### src/rtl/bus_dest_bank_pkg.sv
// bus_dest_bank_pkg: shared widths, operation encoding and bus register indices
package bus_dest_bank_pkg;
    localparam int WIDTH_DEF = 8;
    localparam int NREGS_DEF = 8;
    typedef enum logic [1:0] {OP_NONE, OP_CLR, OP_LD, OP_INR} op_e;
    localparam logic [2:0] AR = 3'd1;
    localparam logic [2:0] PC = 3'd2;
    localparam logic [2:0] DR = 3'd3;
    localparam logic [2:0] AC = 3'd4;
    localparam logic [2:0] IR = 3'd5;
    localparam logic [2:0] TR = 3'd6;
    localparam logic [2:0] MEM = 3'd7;
    function automatic op_e resolve_op(input logic clr, input logic ld, input logic inr);
        return clr ? OP_CLR : ld ? OP_LD : inr ? OP_INR : OP_NONE;
    endfunction
endpackage

### src/rtl/bus_dest_reg.sv
// bus_dest_reg: one destination register with clr>ld>inr and a sticky wrap flag
module bus_dest_reg
    import bus_dest_bank_pkg::*;
#(
    parameter int WIDTH = WIDTH_DEF
) (
    input  logic             clk,
    input  logic             rst,
    input  logic             en,
    input  logic             clr,
    input  logic             ld,
    input  logic             inr,
    input  logic [WIDTH-1:0] d,
    output logic [WIDTH-1:0] q,
    output logic             ovf
);
    op_e op;
    assign op = en ? resolve_op(clr, ld, inr) : OP_NONE;
    always_ff @(posedge clk) begin
        if (rst) begin
            q   <= '0;
            ovf <= 1'b0;
        end else begin
            q   <= op == OP_CLR ? '0 : op == OP_LD ? d : op == OP_INR ? q + WIDTH'(1) : q;
            ovf <= op == OP_CLR ? 1'b0 : (op == OP_INR && &q) ? 1'b1 : ovf;
        end
    end
endmodule

### src/rtl/bus_dest_bank.sv
// bus_dest_bank: routes the common bus into one of eight destination registers
module bus_dest_bank
    import bus_dest_bank_pkg::*;
#(
    parameter int WIDTH = WIDTH_DEF,
    parameter int NREGS = NREGS_DEF
) (
    input  logic             clk,
    input  logic             rst,
    input  logic [WIDTH-1:0] bus_in,
    input  logic [2:0]       dest_sel,
    input  logic             ld,
    input  logic             inr,
    input  logic             clr,
    output logic [WIDTH-1:0] q0,
    output logic [WIDTH-1:0] q1,
    output logic [WIDTH-1:0] q2,
    output logic [WIDTH-1:0] q3,
    output logic [WIDTH-1:0] q4,
    output logic [WIDTH-1:0] q5,
    output logic [WIDTH-1:0] q6,
    output logic [WIDTH-1:0] q7,
    output logic [7:0]       ovf,
    output logic             done,
    output logic [2:0]       last_dest
);
    logic [NREGS-1:0] en;
    logic [WIDTH-1:0] qs [NREGS];
    logic             any_op;
    assign en     = NREGS'(1) << dest_sel;
    assign any_op = ld | inr | clr;
    for (genvar i = 0; i < NREGS; i++) begin : g_reg
        bus_dest_reg #(.WIDTH(WIDTH)) u_reg (
            .clk(clk),
            .rst(rst),
            .en (en[i]),
            .clr(clr),
            .ld (ld),
            .inr(inr),
            .d  (bus_in),
            .q  (qs[i]),
            .ovf(ovf[i])
        );
    end
    assign q0 = qs[0];
    assign q1 = qs[1];
    assign q2 = qs[2];
    assign q3 = qs[3];
    assign q4 = qs[4];
    assign q5 = qs[5];
    assign q6 = qs[6];
    assign q7 = qs[7];
    always_ff @(posedge clk) begin
        if (rst) begin
            done      <= 1'b0;
            last_dest <= 3'd0;
        end else begin
            done      <= any_op;
            last_dest <= any_op ? dest_sel : last_dest;
        end
    end
endmodule
### config.mk
export PLATFORM = sky130hd
export DESIGN_NAME = bus_dest_bank
export DESIGN_NICKNAME = d
export VERILOG_FILES = /design/src/rtl/bus_dest_bank_pkg.sv /design/src/rtl/bus_dest_reg.sv /design/src/rtl/bus_dest_bank.sv
export SDC_FILE = /design/constraint.sdc
export NUM_CORES = 1
export LEC_CHECK = 0
export CAP_MARGIN = 5
export CORE_ASPECT_RATIO = 1.1
export CORE_MARGIN = 1.5
export CORE_UTILIZATION = 38
export DETAILED_ROUTE_END_ITERATION = 10
export PLACE_DENSITY = 0.65
export REMOVE_ABC_BUFFERS = 1
export SLEW_MARGIN = 10
export SYNTH_ARGS = -nofsm -noshare
export SYNTH_HDL_FRONTEND = slang
export SYNTH_SLANG_ARGS = --single-unit
### constraint.sdc
create_clock -name clk -period 1.5 [get_ports clk]
set_input_delay 0.375 -clock clk [delete_from_list [all_inputs] [get_ports clk]]
set_output_delay 0.375 -clock clk [all_outputs]
set_load 0.01 [all_outputs]
Word-level counts from Yosys, hierarchy flattened --
Index checks and enable logic that the tools add are counted. W data, S select, Z words.
Cells by class: add/sub/neg operators 8, equality and inequality tests 24, shifts and indexed selects 1, multiplexer cells 27, bitwise gates (word level) 2, reduce and logical (&&, ||, !) cells 32
Operators by type and width (count):
- $mux W8 | 16
- $add A8 B1 Y8 const B | 8
- $reduce_and A8 Y1 | 8
- $eq A2 B2 Y1 const B | 16
- $mux W2 | 11
- $eq A2 B1 Y1 const B | 8
- $reduce_bool A2 Y1 | 8
- $reduce_or A2 Y1 | 8
- $logic_and A1 B1 Y1 | 8
- $shl A1 B3 Y8 const A | 1
- $or A1 B1 Y1 | 2
Word-level totals: register bits 76, input port bits 16, word-level logic and storage cells 112

Longest topological paths before layout --
word-level depth 7, depth in mapped cells 7, depth with buffers taken out 5

Modules after synthesis --
A second synthesis with hierarchy kept.
Unflattened totals: cell total of the unflattened synthesis 492, area, all modules 4359.2 µm²
By module, submodules not included:
- bus_dest_reg | instances 8, cells an instance 58, area each 516.7 µm², sequential area each 180.2 µm²
- bus_dest_bank | instances 1, cells an instance 28, area each 225.2 µm², sequential area each 80.1 µm²

Worst setup path before layout --
No wires, ideal clock.
kind input port to flip-flop, from input dest_sel[0], to register g_reg[3].u_reg.q[7], setup time 0.117 ns, arrival time 1.445 ns, path slack -0.063 ns, cell stages on the path 7, buffers on the path 3, path through buf_2 -> nor2b_1 -> buf_2 -> and3_1 -> buf_2 -> o21ai_0 -> a32o_1
On the way: longest elaborated chain between the ends 4, elaborated cells between the ends (all ways) 8, those cells by class eq/ne (3); shift (1); mux (2); reduce/logical (2)
RTL lines:
- start: declaration | RTL line bus_dest_bank.sv:11 | input logic [2:0] dest_sel,
- $shl A1 B3 Y8 (*) | RTL line bus_dest_bank.sv:30 | assign en = NREGS'(1) << dest_sel;
- $mux W2 (*) | RTL line bus_dest_reg.sv:18 | assign op = en ? resolve_op(clr, ld, inr) : OP_NONE;
- $eq A2 B2 Y1 or $eq A2 B1 Y1 (tied branches) | RTL line bus_dest_reg.sv:24 | q <= op == OP_CLR ? '0 : op == OP_LD ? d : op == OP_INR ? q + WIDTH'(1) : q;
- $mux W8 (tied with other cells) | RTL line bus_dest_reg.sv:24
- end signal: assignment | RTL line bus_dest_reg.sv:24
- end: declaration | RTL line bus_dest_reg.sv:14 | output logic [WIDTH-1:0] q,
Mark *: on every way between the ends. The rest lies on a longest branch, timed or not. A chain may end at the register's enable or synchronous reset.

Final worst setup path --
from register g_reg[6].u_reg.q[5], to output q6[5]
RTL lines:
- start: declaration | RTL line bus_dest_reg.sv:14
- start signal: assignment | RTL line bus_dest_reg.sv:24
- end: declaration | RTL line bus_dest_bank.sv:21 | output logic [WIDTH-1:0] q6,
No word-level cell between the ends.

==> flow_summary.toml <==
[status]
outcome = "finished, final reports clean"

[critical_path]
critPathKind = "reg -> out"
slowest_stage = "dfxtp_1"
worstPathCellList = "dlygate4sd2_1"
cp_max_fo = 5
path_delay_family = "flip-flops"
timing.critical_path.buf_inv = 1
arrival_ns = 1.09
critPathMaxStageDelay_ns = 0.45
r2r_start = "g_reg[6].u_reg.q[1]"
critPathLaunch = "g_reg[6].u_reg.q[5]"
start_kind = "flop"
cp-end-kind = "output pin"
required_ns = 1.12

[timing]
hold_violations = 0
tightestPinTransition_ns = 0.384
worst_slack_ns = 0.0388
fmax_mhz = 684
fin_skew_ns = 0.00765
setup_viol = 0
rsz0062_at_grt = "true"
maxSlewHeadroom_pct = 74.3
drv_slew = 0
fin_crit_ns = 1.46
timing.hold.ws_ns = 0.458
fin_tns_setup_ns = 0
fin_crit_sh_pct = 97.4

[clock_network]
cts_buffer_depth = 2
hold_buffers = 0
cts_max_level = 3
cts_buffers = 9
cts_tree = "built"
clk_pin_slew_ns = 0.06
cts_sinks = 76
insertion_delay_ns = 0.35
clock-root-buffer = "clkbuf_16"

[floorplan]
die_w_um = 103
placementRows = 40
start_util_pct = 38.8
num_io_pins = 92
die_height_um = 114
die_area_um2 = 11700
core_area_um2 = 10900

[power_and_ir_drop]
power_density_nw_per_um2 = 811
vdd_drop_max_uv = 453
power.total_mw = 5.24
leakagePower_nw = 2.75

[yosys]
synth_edf_count = 0
synth_top_cells_by_area = "dfxtp_1 (36%), a21oi_1 (7.9%), o21ai_0 (6.9%)"
yosysMostFrequentCell = "dfxtp_1"
synth_common_cells = "dfxtp_1 (76), a21oi_1 (67), o21ai_0 (58)"
yosysSeqAreaShare_pct = 36.1
synth_flop_cell = "dfxtp_1"
synth_top_area_cell = "dfxtp_1"
synth_warnings = 0
synthArstFlopShare_pct = 0
synth.cell_area_um2 = 4220
yosysTopAreaCellShare_pct = 36.1
yosys_register_bits = 76
synthCells = 513
syn_avg_cell_area_um2 = 8.22
ys_types = 43

[place]
dp_hpwl_um = 10800
dpl_worst_slack_ns = -0.691
io_buffers = 91
place_congestion = 0.857

[global_route]
grt_start_max_net_pins = 17
antenna_found_initial = 0
grt_overflow_total = 0
grt_usage_pct = 26.9
grt_pass1_wl_um = 24400
grt_pass1_vias = 4758

[flow_run]
cap_violations = 0

[cells_and_area]
area_delta_synth_final_pct = 53.1
n_antenna_cell = 0
final_layout_size_suffix_gt1_share_pct = 30.8
fin_util_pct = 59.5
fin_nets = 708

[drt]
drc = 0
drtPass1Iterations = 5
drt-initial-drc-count = 438
vias = 5040
viasPerCell = 6.03
routedWlPerCell_um = 18.4
wl_um = 15400
ant_nets = 0

[worst_hold_path]
hold_path_class = "reg -> reg"
hold_start = "g_reg[6].u_reg.ovf"
[layout make-up]
| class | instances | area, µm² |
|---|---|---|
| Clock inverter | 6 | 87.6 |
| Fill cell | 977 | 4400 |
| Inverter | 2 | 10.0 |
| Clock buffer | 10 | 239 |
| Timing Repair Buffer | 204 | 1710 |
| Sequential cell | 76 | 1560 |
| Tap cell | 147 | 184 |
| Multi-Input combinational cell | 391 | 2670 |
[layout by cell type (no fill, tap or decap), types with 8 or more instances in the layout]
| cell | n |
|---|---|
| nor2_1 | 17 |
| o21ai_0 | 58 |
| nand4_1 | 9 |
| buf_4 | 103 |
| o21a_1 | 8 |
| and3_1 | 18 |
| nand2b_1 | 9 |
| dfxtp_2 | 31 |
| a32o_1 | 22 |
| nand3_1 | 32 |
| a21oi_1 | 67 |
| dfxtp_1 | 45 |
| o2bb2ai_1 | 17 |
| a311oi_1 | 8 |
| o31ai_1 | 22 |
| dlygate4sd2_1 | 76 |
| clkdlybuf4s50_1 | 9 |
| clkbuf_16 | 9 |
| nand2_1 | 30 |
[flip-flops by register name, summed over array words and instances, names as in the netlist]
register,flops
done,1
g.u_reg.ovf,8
g.u_reg.q,64
last_dest,3
[stage by stage]
step	instance area [µm²]	std cells
after global routing	6460	836
after CTS	6330	836
after detailed placement	5930	813
after floorplan	3990	469
after global placement	5930	813
final	6460	836
[where the power goes]
| part | internal [mW] | leakage, nW | switching (mW) |
|---|---|---|---|
| Clock | 1.50 | 0.151 | 0.889 |
| Sequential | 2.05 | 0.630 | 0.0330 |
| Combinational | 0.348 | 1.97 | 0.422 |
[worst paths after layout]
kind	slack [ns]	to	depth (start not counted)
setup reg to reg	0.07	g_reg[6].u_reg.q[6]	5
setup / recovery	0.04	q6[5]	1
hold / removal	0.46	g_reg[6].u_reg.ovf	1
hold reg to reg	0.46	g_reg[6].u_reg.ovf	1
[timing repair]
action | 4_1_cts | 5_1_grt
gates resized for setup | 135 | 41
gates cloned | 2 | 0
setup buffers | 5 | 0
setup endpoints to repair | 148 | 53
pin swaps | 2 | 2
[routing by layer]
layer | global-route usage [%] | vias up | wire (µm) | part of all wire [%]
li1 | - | 2341 | - | -
met1 | 35.3 | 2418 | 6630 | 43
met2 | 43.7 | 244 | 7510 | 49
met3 | 3.92 | 37 | 907 | 5.9
met4 | 11.1 | 0 | 366 | 2.4
met5 | 0 | - | 0 | 0
[kinds of logic (layout without fill, tap and decap cells)]
kind of cell               Yosys count  in the layout  synth area share, %
DFF                                 76             76                 36.1
AOI/OAI and AO/OA                  234            234                 37.0
adders and majority gates            8              8                 2.37
and+or+nand+nor                    146            146                 18.2
buffers and inverters               46            222                 5.60
muxes                                3              3                0.712
Note: power is estimated with default switching activity, not from simulation.
